### config.mk
export PLATFORM = sky130hd
export DESIGN_NAME = hps_multi_addr_gen_flat
export DESIGN_NICKNAME = d
export VERILOG_FILES = /design/src/rtl/hps_multi_addr_gen_if.sv /design/src/rtl/hps_multi_addr_gen.sv /design/src/flat_wrapper.sv
export SDC_FILE = /design/constraint.sdc
export NUM_CORES = 1
export LEC_CHECK = 0
export BUFFER_PORTS_ARGS = -buffer_cell sky130_fd_sc_hd__buf_2
export CAP_MARGIN = 30
export CORE_MARGIN = 2
export CORE_UTILIZATION = 45
export DETAILED_ROUTE_END_ITERATION = 12
export GPL_ROUTABILITY_DRIVEN = 0
export GPL_TIMING_DRIVEN = 0
export PLACE_DENSITY = 0.71
export SLEW_MARGIN = 20
export SYNTH_ARGS = -nofsm -noshare
export SYNTH_HDL_FRONTEND = slang
export SYNTH_SLANG_ARGS = --single-unit
export TNS_END_PERCENT = 100
### constraint.sdc
create_clock -name clock -period 6.3 [get_ports clock]
set_clock_uncertainty 0.1 [all_clocks]
set_input_delay 1.575 -clock clock [delete_from_list [all_inputs] [get_ports clock]]
set_output_delay 1.575 -clock clock [all_outputs]
set_load 0.03 [all_outputs]
### src/rtl/hps_multi_addr_gen_if.sv
// hps_multi_addr_gen_if: start/backpressure handshake and read-port bundle for the HPS address sequencer
interface hps_multi_addr_gen_if #(
  parameter int K_WIDTH = 11,
  parameter int H_WIDTH = 3
);
  logic start;
  logic [H_WIDTH-1:0] num_harm;
  logic out_ready;
  logic [K_WIDTH-2:0] ram_addr;
  logic ram_enable;
  logic [K_WIDTH-2:0] k;
  logic [H_WIDTH-1:0] harm_idx;
  logic group_last;
  logic busy;
  logic done;
  modport master (
    output start, num_harm, out_ready,
    input ram_addr, ram_enable, k, harm_idx, group_last, busy, done
  );
  modport slave (
    input start, num_harm, out_ready,
    output ram_addr, ram_enable, k, harm_idx, group_last, busy, done
  );
endinterface

### src/rtl/hps_multi_addr_gen.sv
// hps_multi_addr_gen: sweeps fundamental bin k and issues magnitude reads at h*k for h = 1..n
module hps_multi_addr_gen #(
  parameter int K_WIDTH = 11,
  parameter int N_HARM_MAX = 5,
  parameter int H_WIDTH = 3
) (
  input logic clock,
  input logic reset,
  hps_multi_addr_gen_if.slave bus
);
  localparam int A_WIDTH = K_WIDTH - 1;
  localparam logic [K_WIDTH-1:0] ADDR_MAX = K_WIDTH'((1 << A_WIDTH) - 1);
  typedef enum logic [1:0] {IDLE, RUN, FINISH} state_t;
  state_t state, state_next;
  logic [H_WIDTH-1:0] n_q, h_q, n_in, n_last;
  logic [A_WIDTH-1:0] k_q, acc_sel;
  logic [K_WIDTH-1:0] acc [N_HARM_MAX];
  logic [K_WIDTH-1:0] acc_top;
  logic issue, wrap, last_group;
  // acc[i] tracks (i+1)*k by repeated addition, so no multiplier is needed
  assign n_in = (bus.num_harm == '0) ? H_WIDTH'(1)
              : (bus.num_harm > H_WIDTH'(N_HARM_MAX)) ? H_WIDTH'(N_HARM_MAX) : bus.num_harm;
  assign n_last = n_q - H_WIDTH'(1);
  assign wrap = h_q == n_last;
  assign issue = (state == RUN) && bus.out_ready;
  // next group would start past the top of the RAM; guard bit keeps this compare wrap-free
  assign last_group = (acc_top + K_WIDTH'(n_q)) > ADDR_MAX;
  // select the accumulator for the current harmonic and for the highest harmonic
  always_comb begin
    acc_sel = '0;
    acc_top = '0;
    for (int i = 0; i < N_HARM_MAX; i++) begin
      acc_sel = (h_q == H_WIDTH'(i)) ? acc[i][A_WIDTH-1:0] : acc_sel;
      acc_top = (n_last == H_WIDTH'(i)) ? acc[i] : acc_top;
    end
  end
  // state register
  always_ff @(posedge clock) begin
    if (reset) state <= IDLE;
    else state <= state_next;
  end
  // next state: FINISH follows the final read of the last group and lasts one cycle
  always_comb begin
    state_next = (state == IDLE) ? (bus.start ? RUN : IDLE)
               : (state == RUN) ? ((issue && wrap && last_group) ? FINISH : RUN)
               : IDLE;
  end
  // sweep counters: harm_idx steps every issue, k and accumulators step at group end
  always_ff @(posedge clock) begin
    if (reset) begin
      n_q <= '0;
      h_q <= '0;
      k_q <= '0;
      for (int i = 0; i < N_HARM_MAX; i++) acc[i] <= '0;
    end else if (state == IDLE && bus.start) begin
      n_q <= n_in;
      h_q <= '0;
      k_q <= '0;
      for (int i = 0; i < N_HARM_MAX; i++) acc[i] <= '0;
    end else if (issue) begin
      h_q <= wrap ? '0 : h_q + H_WIDTH'(1);
      if (wrap) begin
        k_q <= k_q + A_WIDTH'(1);
        for (int i = 0; i < N_HARM_MAX; i++) acc[i] <= acc[i] + K_WIDTH'(i + 1);
      end
    end
  end
  assign bus.ram_addr = acc_sel;
  assign bus.ram_enable = issue;
  assign bus.k = k_q;
  assign bus.harm_idx = h_q;
  assign bus.group_last = wrap;
  assign bus.busy = state == RUN;
  assign bus.done = state == FINISH;
endmodule

### src/flat_wrapper.sv
// flat-port wrapper written by rule: the top's interface ports become plain ports
module hps_multi_addr_gen_flat 
#(
  parameter int K_WIDTH = 11,
  parameter int N_HARM_MAX = 5,
  parameter int H_WIDTH = 3
)
  (clock, reset, bus_start, bus_num_harm, bus_out_ready, bus_ram_addr, bus_ram_enable, bus_k, bus_harm_idx, bus_group_last, bus_busy, bus_done);
  hps_multi_addr_gen_if #(.K_WIDTH(K_WIDTH), .H_WIDTH(H_WIDTH)) bus_i ();
  input logic clock;
  input logic reset;
  input wire logic [$bits(bus_i.start)-1:0] bus_start;
  input wire logic [$bits(bus_i.num_harm)-1:0] bus_num_harm;
  input wire logic [$bits(bus_i.out_ready)-1:0] bus_out_ready;
  output wire logic [$bits(bus_i.ram_addr)-1:0] bus_ram_addr;
  output wire logic [$bits(bus_i.ram_enable)-1:0] bus_ram_enable;
  output wire logic [$bits(bus_i.k)-1:0] bus_k;
  output wire logic [$bits(bus_i.harm_idx)-1:0] bus_harm_idx;
  output wire logic [$bits(bus_i.group_last)-1:0] bus_group_last;
  output wire logic [$bits(bus_i.busy)-1:0] bus_busy;
  output wire logic [$bits(bus_i.done)-1:0] bus_done;
  assign bus_i.start = bus_start;
  assign bus_i.num_harm = bus_num_harm;
  assign bus_i.out_ready = bus_out_ready;
  assign bus_ram_addr = bus_i.ram_addr;
  assign bus_ram_enable = bus_i.ram_enable;
  assign bus_k = bus_i.k;
  assign bus_harm_idx = bus_i.harm_idx;
  assign bus_group_last = bus_i.group_last;
  assign bus_busy = bus_i.busy;
  assign bus_done = bus_i.done;
  hps_multi_addr_gen #(.K_WIDTH(K_WIDTH), .N_HARM_MAX(N_HARM_MAX), .H_WIDTH(H_WIDTH)) u_core (.clock(clock), .reset(reset), .bus(bus_i));
endmodule
=== After elaboration in Yosys (flattened, before gate mapping) ===
Memory sizes are Yosys's and may differ from the RTL's.
Cells that the tools add are included.
W data, S select, Z words.

* Output and inout bits: 27
* Input port bits: 7
* Flip-flop bits (word level): 18
* Memory bits (writable): 55
* Bits in read-only memories: 0
* Memories: 1
* Logic and storage cells: 84
* Bits in latches: 0

{| class="wikitable"
|+ Memories
! memory !! depth !! width !! rd ports !! clocked after memory_dff !! wr ports !! line !! RTL
|-
| u_core.acc || 5 || 11 || 5 || 0 || 5 || hps_multi_addr_gen.sv:17 || <nowiki>logic [K_WIDTH-1:0] acc [N_HARM_MAX];</nowiki>
|}

* Eq/ne operators: 11
* Shift operators: 0
* Add/subtract/negate cells: 9
* Bitwise gates (word level): 10
* Reductions and logical operators: 10
* Div/mod/pow operators: 0
* $mul: 0
* Order comparisons: 2
* Mux-type cells: 37

{| class="wikitable"
|+ Operator list
! kind !! number
|-
| $mux W11 || 15
|-
| $mux W10 || 5
|-
| $add A11 B2 Y11 const B || 2
|-
| $add A11 B3 Y11 const B || 2
|-
| $eq A3 B2 Y1 const B || 4
|-
| $add A11 B1 Y11 const B || 1
|-
| $add A11 B3 Y11 || 1
|-
| $gt A11 B10 Y1 const B || 1
|-
| $mux W1 || 11
|-
| $add A10 B1 Y10 const B || 1
|-
| $or A1 B1 Y1 || 10
|-
| $logic_not A3 Y1 || 3
|-
| $mux W3 || 3
|-
| $eq A3 B1 Y1 const B || 2
|-
| $eq A3 B3 Y1 const B || 2
|-
| $mux W2 || 3
|-
| $logic_and A1 B1 Y1 || 4
|-
| $add A3 B1 Y3 const B || 1
|-
| $eq A3 B3 Y1 || 1
|-
| $gt A3 B3 Y1 const B || 1
|-
| $sub A3 B1 Y3 const B || 1
|-
| $eq A2 B1 Y1 const B || 1
|-
| $eq A2 B2 Y1 const B || 1
|-
| $logic_not A2 Y1 || 1
|-
| 2 further kinds || 2
|}

=== Logic depth before layout (Yosys ltp) ===
Gate-level depths: netlist (run 1).

* Word-level depth: 13
* Depth in mapped cells: 13
* Mapped depth without buffers: 12

=== Worst setup path before layout (run 1) ===
OpenSTA, ideal clock, no wires.

* Path type: input to register
* Start: input port bus_start
* End: memory u_core.acc[0][0] (enable)
* Stages on the path: 5
* Data arrival time: 4.212 ns
* Slack: 1.555 ns
* Buffers on the path: 2
* Data required time: 5.767 ns
* Setup time: 0.433 ns
* Path through: nor3b_1 or2_2 clkbuf_1 or2_2 clkbuf_1

{| class="wikitable"
|+ RTL lines
! element !! line !! RTL
|-
| start, declared || flat_wrapper.sv:12 || <nowiki>input wire logic [$bits(bus_i.start)-1:0] bus_start;</nowiki>
|-
| end, declared || hps_multi_addr_gen.sv:17 ||
|}

=== Worst setup path after layout (run 1) ===
* Start: register u_core.h_q[2], in the netlist u_core.bus.harm_idx[2]
* End: output port bus_ram_addr[2]

* Cells in the longest elaborated chain, start to end: 6
* Elaborated cells between the ends (all ways): 10
* Those cells by class: eq/ne: 4; mux: 5; reduce/logical: 1

{| class="wikitable"
|+ RTL lines
! element !! line !! RTL
|-
| start, declared || hps_multi_addr_gen.sv:15 || <nowiki>logic [H_WIDTH-1:0] n_q, h_q, n_in, n_last;</nowiki>
|-
| start signal, assigned || hps_multi_addr_gen.sv:61 || <nowiki>h_q <= wrap ? '0 : h_q + H_WIDTH'(1);</nowiki>
|-
| $logic_not A3 Y1 || hps_multi_addr_gen.sv:33 || <nowiki>acc_sel = (h_q == H_WIDTH'(i)) ? acc[i][A_WIDTH-1:0] : acc_sel;</nowiki>
|-
| $mux W10 (4 in series) || hps_multi_addr_gen.sv:33 ||
|-
| $mux W10 * || hps_multi_addr_gen.sv:33 ||
|-
| end, declared || flat_wrapper.sv:15 || <nowiki>output wire logic [$bits(bus_i.ram_addr)-1:0] bus_ram_addr;</nowiki>
|}

Mark *: on every way between the ends. The rest lies on a longest branch, timed or not.

==> metrics, run 1 <==
Post-synth ARST share 0%; Total Nets Final 532; drt pass-1 iters 5; Setup WS pre-CTS 2.16 ns; GRT overflow 0; Post-Synth XOR/XNOR Area 10.9%; R2R cell count 6; Post-Route WL 10.2 mm; Clock Root Buffer clkbuf_8; worst hold path type reg -> reg; vias in the first global route 3311; Worst-Margin Slew 0.785 ns; CTS Hold Bufs 0; vias per cell 5.59; Syn Nets 488; Critical Path End bus_ram_addr[2]; Worst setup EP type output port; FF+latch count, synth 70; post-synthesis mux area share 0.694%; Synth Area in Compound Gates 11.3%; largest family of logic cells by synthesized area simple AND/OR/NAND/NOR gates; final worst slack 1.98 ns; Reg clk slew, reported paths 0.08 ns; Power Dens Cells 212 nW/um2; # IOs 34; Post-Syn Area 4330 um2; crit path from u_core.bus.harm_idx[2]; worst reg2reg startpoint u_core.n_q[0]; Num CTS Buffers 9; Final HPWL DP 7.30 mm; maximum clock frequency 231 MHz; die area 10400 um2; CTS tree done; placed cells 624; core area 9280 um2; worst path arrival time 2.65 ns; Avg Cell Area, Syn 9.37 um2; status complete, no violations; pin count of the biggest net entering global routing 58; first-pass GRT wire length 16.7 mm; Final Hold Vio Count 0; FP Rows 35; FF-to-FF End u_core.acc[0][25]; P&R area growth vs syn 11.9%; Post-CTS Setup Inserts 0; Post-Synth Simple-Gate Area 23.1%; Non-Filler Instances 640; Tmin final 4.32 ns; final setup TNS 0 ns; CP Data Required Time 4.62 ns; fin crit share 68.6%; Top FF cell, synth edfxtp_1; Post-Synthesis Cells 462; post-synth top area share 36.1%; most area-hungry cell type in the Yosys netlist edfxtp_1; Max-Cap Viols 0; clk sink count 70; later-pin clock latency in the skew report 0.35 ns; Chip Height 102 um; Seq/Total Area, Yosys 44.4%; cell area after placement 4660 um2; synth unique cells 50; EDFF count, synth 52; Final Instance Area 4840 um2; CP Class reg -> out; Final ANT Viol Nets 0; Yosys warning count 0; cts repair resizes 0; worst vdd ir 0.120 mV; DRC violations left 0; most frequent cells in the layout nor2_1, edfxtp_1, xor2_1, buf_2, nand2_1; hold path start u_core.bus.k[9]; aggregate global-route resource usage 20.6%; Worst R2R Setup Slack 3.29 ns; RSZ-0062 raised after global routing false; Clock Path Buffers 2; layout cells sized above 1 11.2%; H-tree level count 3; Pins Over Slew Limit 0; Initial DRC Count 304; # setup viols final 0; Initial Util 46.6%; commonest non-fill, non-tap cell in the layout nor2_1; leakage power 1.82 nW; initial antenna violation count 0; Routed WL per cell 15.9 um; Antenna diodes 0; Slew headroom 47.7%; top area cells in the synthesized netlist edfxtp_1, dfxtp_1, xor2_1; worst-path maximum fanout 10; Worst setup SP type flip-flop; Die Wd 102 um; port bufs 33; via count 3575; Adder-Cell Fraction of Synth Area 5.67%
==> critical path: stages, from the launching register on <==
cell	delay [ns]
dfxtp_1	0.32
buf_6	0.14
clkbuf_1	0.21
inv_1	0.12
ha_1	0.17
clkbuf_1	0.35
clkbuf_1	0.39
a21oi_1	0.12
o21ai_0	0.23
buf_2	0.25
==> cell type report <==
class / instances / area [um2]
fill: 887 / 4440
multi-input combinational: 349 / 2230
sequential: 70 / 1920
timing repair buffer: 33 / 165
tap: 129 / 161
clock buffer: 11 / 151
buffer: 23 / 98.8
inverter: 20 / 75.1
clock inverter: 5 / 31.3
==> worst min-delay path by stage <==
stage                      end  slack, ns  depth (start not counted)
2_1_floorplan    u_core.n_q[2]       0.42                          2
3_3_place_gp   u_core.bus.k[9]       0.37                          2
3_5_place_dp   u_core.bus.k[9]       0.40                          2
4_1_cts        u_core.bus.k[9]       0.41                          2
5_1_grt        u_core.bus.k[0]       0.43                          1
6_report       u_core.bus.k[9]       0.40                          2
==> metal layers <==
| layer | up-vias | share of wire [%] | global-route usage, % |
|---|---|---|---|
| li1 | 1720 | - | - |
| met1 | 1679 | 49 | 30.1 |
| met2 | 150 | 42 | 29.9 |
| met3 | 26 | 5.9 | 3.97 |
| met4 | 0 | 2.6 | 8.51 |
| met5 | - | 0 | 0 |
==> power breakdown <==
part	internal, mW	total, mW	switching [mW]
Combinational	0.0477	0.132	0.0842
Clock	0.164	0.344	0.180
Sequential	0.518	0.551	0.0327
==> flip-flops by register name, indices dropped and copies added (netlist names) <==
| name | count |
|---|---|
| u_core.bus.harm_idx | 3 |
| u_core.acc | 52 |
| u_core.bus.k | 10 |
| u_core.n_q | 3 |
| u_core.state | 2 |
==> per-stage QoR <==
stage                     hold WS [ns]  util [%]  power [mW]
after floorplan                  0.425         -       0.649
after global placement           0.365      50.1       0.688
after detailed placement         0.400      50.2       0.691
after CTS                        0.413      52.1        1.03
after global routing             0.434      52.1        1.07
final                            0.404      52.1        1.03
==> cell families (layout without fill, tap and decap cells) <==
kind of cell | after synthesis | count (layout)
and+or+nand+nor | 200 | 200
AOI/OAI and AO/OA | 75 | 75
xor gates and xnor gates | 52 | 52
adders and majority gates | 19 | 19
DFF | 70 | 70
buffers and inverters | 43 | 92
muxes | 3 | 3
==> cell usage after synthesis (3+ instances only) <==
cell      count
a22oi_1       8
o21ai_0      16
nand2_1      28
nor3_1       12
buf_1         7
xor2_1       34
inv_1        20
nor2b_1      21
nor2_1       74
or3_1         3
mux2i_1       3
and3_1        6
a221oi_1      9
nand2b_1      3
a211oi_1      4
xnor2_1      17
a31oi_1       3
nand4_1      12
edfxtp_1     52
nand3_1      19
a21oi_1      19
and2_1        7
clkbuf_1     14
and4_1        3
nand3b_1      3
dfxtp_1      18
ha_1         18
No activity file was read; power rests on OpenSTA's default activity.
==> run 2: changes to the inputs <==
--- a/config.mk
+++ b/config.mk
@@ -5,6 +5,7 @@
 export SDC_FILE = /design/constraint.sdc
 export NUM_CORES = 1
 export LEC_CHECK = 0
+export ABC_AREA = 1
 export BUFFER_PORTS_ARGS = -buffer_cell sky130_fd_sc_hd__buf_2
 export CAP_MARGIN = 30
 export CORE_MARGIN = 2
@@ -12,7 +13,7 @@
 export DETAILED_ROUTE_END_ITERATION = 12
 export GPL_ROUTABILITY_DRIVEN = 0
 export GPL_TIMING_DRIVEN = 0
-export PLACE_DENSITY = 0.71
+export PLACE_DENSITY = 0.73
 export SLEW_MARGIN = 20
 export SYNTH_ARGS = -nofsm -noshare
 export SYNTH_HDL_FRONTEND = slang
==> constraint.sdc (replaced) <==
create_clock -name clock -period 3.8 [get_ports clock]
set_clock_uncertainty 0.1 [all_clocks]
set_input_delay 0.95 -clock clock [delete_from_list [all_inputs] [get_ports clock]]
set_output_delay 0.95 -clock clock [all_outputs]
set_load 0.03 [all_outputs]
==> run 2 against run 1 <==
Against the previous run: total power rose by 78%; critical path depth fell by 2; clock power rose by 94%; sequential power rose by 64%; register-to-register slack got worse by 2.9 ns; synthesized cell count rose by 19%; synthesized area rose by 1.8%; critical path type unchanged; critical endpoint is now bus_ram_addr[0]; largest cell class unchanged.
==> metrics, run 2 <==
initial antenna violation count 0; Worst setup SP type flip-flop; CTS Hold Bufs 0; Num CTS Buffers 9; Final ANT Viol Nets 0; first-pass GRT wire length 17.2 mm; Chip Height 103 um; FP Rows 36; # setup viols final 0; CP Data Required Time 2.75 ns; worst hold path type reg -> reg; Total Nets Final 620; placed cells 716; max reg flops 52; vias per cell 5.29; fin crit share 93.5%; Worst-Margin Slew 0.741 ns; fillers 974; Clock Path Buffers 2; final core occ 51.5%; Final HPWL DP 7.78 mm; aggregate global-route resource usage 21.3%; # IOs 34; GRT overflow 0; Post-Syn Area 4400 um2; leakage power 2.00 nW; Initial DRC Count 388; vias in the first global route 3657; Seq/Total Area, Yosys 43.6%; Final Power 1.83 mW; Reg with most FFs u_core.acc; via count 3873; Tmin final 3.55 ns; Syn Nets 576; worst vdd ir 0.170 mV; worst-path maximum fanout 10; H-tree level count 3; Routed WL per cell 14.4 um; hold_ws 0.402 ns; Initial Util 45.7%; CP Class reg -> out; commonest non-fill, non-tap cell in the layout nand2_1; Slew headroom 50.6%; most frequent cell after synthesis nand2_1; CTS tree done; drt pass-1 iters 5; Reg clk slew, reported paths 0.07 ns; most area-hungry cell type in the Yosys netlist edfxtp_1; later-pin clock latency in the skew report 0.36 ns; hold path start u_core.bus.k[8]; maximum clock frequency 281 MHz; FF+latch count, synth 70; Die Wd 103 um; Power Dens Cells 368 nW/um2; most frequent cells in the layout nand2_1, inv_1, nor2_1, edfxtp_1, nand3_1; post-synth top area share 35.5%; Yosys warning count 0; die area 10600 um2; port bufs 33; RSZ-0062 raised after global routing false; top cells by count, synth nand2_1, inv_1, nor2_1; DRC violations left 0; Pins Over Slew Limit 0; Post-Route WL 10.5 mm; Max-Cap Viols 0; clk sink count 70; layout cells sized above 1 11.7%; status complete, no violations; Final Hold Vio Count 0; Post-synth ARST share 0%; core area 9640 um2; P&R area growth vs syn 12.8%; Non-Filler Instances 732; pin count of the biggest net entering global routing 57; EDFF count, synth 52; worst reg2reg startpoint u_core.n_q[0]; top area cells in the synthesized netlist edfxtp_1, dfxtp_1, nand2_1; Post-Synthesis Cells 550; Top FF cell, synth edfxtp_1; Avg Cell Area, Syn 8.01 um2; Clock Root Buffer clkbuf_8; synth unique cells 39; worst path arrival time 2.50 ns; Antenna diodes 0; crit path from u_core.bus.harm_idx[0]; Worst setup EP type output port
run 2: worst paths after layout:
path / to / slack, ns / depth (start not counted)
max: bus_ram_addr[0] / 0.25 / 7
max reg2reg: u_core.state[1] / 0.38 / 22
min reg2reg: u_core.bus.k[8] / 0.40 / 2
min: u_core.bus.k[8] / 0.40 / 2
run 2: layout make-up:
cell class | instances | area, um2 | area share [%]
buffer | 13 | 72.6 | 1.46
sequential | 70 | 1920 | 38.7
timing repair buffer | 33 | 165 | 3.33
clock inverter | 4 | 70.1 | 1.41
clock buffer | 12 | 145 | 2.92
tap | 133 | 166 | 3.35
inverter | 85 | 319 | 6.42
multi-input combinational | 382 | 2100 | 42.4
run 2: power by group:
group	switching, mW	total, mW	internal, mW
Clock	0.281	0.667	0.386
Combinational	0.179	0.257	0.0783
Sequential	0.0434	0.903	0.860
Total	0.503	1.83	1.32
run 2: timing repair:
| item | CTS | global route |
|---|---|---|
| endpoints found under the hold margin | 0 | 0 |
| setup endpoints to repair | 0 | 2 |
| buffers inserted | 0 | 0 |
| gates resized for setup | 0 | 2 |
run 2: metal layers:
metal	wire [um]	part of all wire (%)	track usage [%]
met1	4550	43	27.0
met2	5010	47	35.0
met3	565	5.4	3.73
met4	418	4.0	11.1
met5	0	0	0
run 2: cells by family after synthesis:
group	count (synthesis)	synth area share, %
xor+xnor	23	4.74
compound gates	89	11.8
buf+inv	98	8.89
flops	70	43.6
fa+ha+maj	19	5.57
simple gates	251	25.4
run 2: worst max-delay path: stages (launching register included):
cell,delay [ns]
dfxtp_1,0.43
inv_1,0.13
ha_1,0.26
nand2_1,0.24
clkbuf_1,0.38
nor2_1,0.08
o32ai_1,0.35
buf_2,0.27
run 2: stage by stage:
step                setup slack (ns)  area [um2]  TNS (ns)
floorplan                      0.450        4400         0
global placement              -0.288        4740    -15.33
detailed placement             0.369        4740         0
CTS                            0.281        4960         0
global route                  0.0262        4970         0
finish                         0.247        4970         0
==> run 3: changes to the inputs <==
--- a/config.mk
+++ b/config.mk
@@ -14,8 +14,9 @@
 export GPL_ROUTABILITY_DRIVEN = 0
 export GPL_TIMING_DRIVEN = 0
 export PLACE_DENSITY = 0.73
+export REMOVE_ABC_BUFFERS = 1
 export SLEW_MARGIN = 20
 export SYNTH_ARGS = -nofsm -noshare
 export SYNTH_HDL_FRONTEND = slang
 export SYNTH_SLANG_ARGS = --single-unit
-export TNS_END_PERCENT = 100
+export TNS_END_PERCENT = 20
==> run 3 against run 2 <==
Against the previous run: highest routed layer unchanged; hold slack worse by 0.011 ns; largest power group unchanged; wire length is 2.9% lower; die area is the same; flip-flop and latch count did not move.
==> metrics, run 3 (synthesized netlist as in run 2, its figures left out) <==
later-pin clock latency in the skew report 0.35 ns; Flop pwr share 53.0%; GRT overflow 0; Slew headroom 44.6%; Chip Height 103 um; RSZ-0062 raised after global routing false; first-pass GRT wire length 16.4 mm; met2 WL 4.71 mm; Final Power 1.70 mW; Post-CTS Setup Inserts 0; status complete, no violations; maximum clock frequency 283 MHz; drt pass-1 iters 6; max reg flops 52; initial antenna violation count 0; Routed WL per cell 14.2 um; CP Data Required Time 2.75 ns; leakage power 1.95 nW; Num CTS Buffers 9; routed wl met3 572 um; Switching Share 29.4%; Power Internal 1.20 mW; vias in the first global route 3555; worst path arrival time 2.48 ns; clk sink count 70; most frequent cells in the layout nand2_1, inv_1, nor2_1, edfxtp_1, nand3_1; Power Dens Cells 351 nW/um2; clock power share 32.2%; Reg clk slew, reported paths 0.07 ns; Reg with most FFs u_core.acc; Worst setup EP type output port; CP Class reg -> out; Max-Cap Viols 0; CTS tree done; Post-Route WL 10.2 mm; P&R area growth vs syn 10.0%; Die Wd 103 um; Worst setup SP type flip-flop; Pins Over Slew Limit 0; CTS Hold Bufs 0; wl on met1 4.63 mm; H-tree level count 3; fin crit share 93.0%; # IOs 34; Antenna diodes 0; layout cells sized above 1 10.8%; Total Nets Final 607; die area 10600 um2; port bufs 33; highest metal used met4; # setup viols final 0; fillers 942; worst hold path type reg -> reg; commonest non-fill, non-tap cell in the layout nand2_1; cts repair resizes 0; Clock Root Buffer clkbuf_8; Logic pwr share 14.8%; core area 9640 um2; worst-path maximum fanout 19; Clock Path Buffers 2; DRC violations left 0; hold_ws 0.391 ns; Tmin final 3.53 ns; worst vdd ir 0.187 mV; via count 3829; vias per cell 5.33; NetSw 0.501 mW; FP Rows 36; Worst-Margin Slew 0.831 ns; aggregate global-route resource usage 20.0%; Final Hold Vio Count 0; pin count of the biggest net entering global routing 57; Initial Util 45.7%; Final ANT Viol Nets 0; Final HPWL DP 7.41 mm; Initial DRC Count 390
## run 3: path summary, 6_finish.rpt
kind | from | end | slack [ns] | cells after the start
worst max-delay path | u_core.bus.harm_idx[0] | bus_ram_addr[9] | 0.27 | 7
worst min-delay path | u_core.bus.k[8] | u_core.bus.k[8] | 0.39 | 2
worst max register to register | u_core.n_q[0] | u_core.state[1] | 0.36 | 21
worst min register to register | u_core.bus.k[8] | u_core.bus.k[8] | 0.39 | 2
## run 3: power groups by stage
stage               clock network (mW)  registers (mW)  logic (mW)
finish                           0.547           0.902       0.252
global route                     0.588           0.908       0.277
floorplan                            0           0.907       0.181
global placement                     0           0.919       0.242
CTS                              0.553           0.901       0.248
detailed placement                   0           0.918       0.247
## run 3: layout make-up
class | count | area, um2 | area share, %
clock inverters | 4 | 21.3 | 0.439
multi-input cells | 382 | 2100 | 43.3
well taps | 133 | 166 | 3.43
flip-flops and latches | 70 | 1920 | 39.7
clock buffers | 12 | 153 | 3.15
inverters | 85 | 319 | 6.59
repair buffers | 33 | 165 | 3.41
## run 3: per-layer routing
layer / global-route usage [%] / up-vias
met4: 9.01 / 0
met5: 0 / -
li1: - / 1907
met1: 26.4 / 1750
met2: 31.9 / 136
met3: 4.00 / 36
## run 3: critical path, cell delays in order, from the launching register on
cell,delay [ns]
dfxtp_1,0.44
inv_1,0.13
ha_1,0.25
nand2_1,0.42
o21ai_0,0.22
o22ai_1,0.29
o221ai_1,0.15
buf_2,0.21
## run 3: metrics by stage
stage / instances / utilization (%) / instance area [um2] / setup WS [ns] / TNS [ns]
after floorplan: 537 / - / 4330 / 0.614 / 0
after global placement: 703 / 48.4 / 4660 / -0.267 / -14.22
after detailed placement: 703 / 48.5 / 4670 / 0.539 / 0
after CTS: 719 / 50.3 / 4840 / 0.354 / 0
after global routing: 719 / 50.3 / 4840 / 0.0936 / 0
final: 719 / 50.3 / 4840 / 0.266 / 0
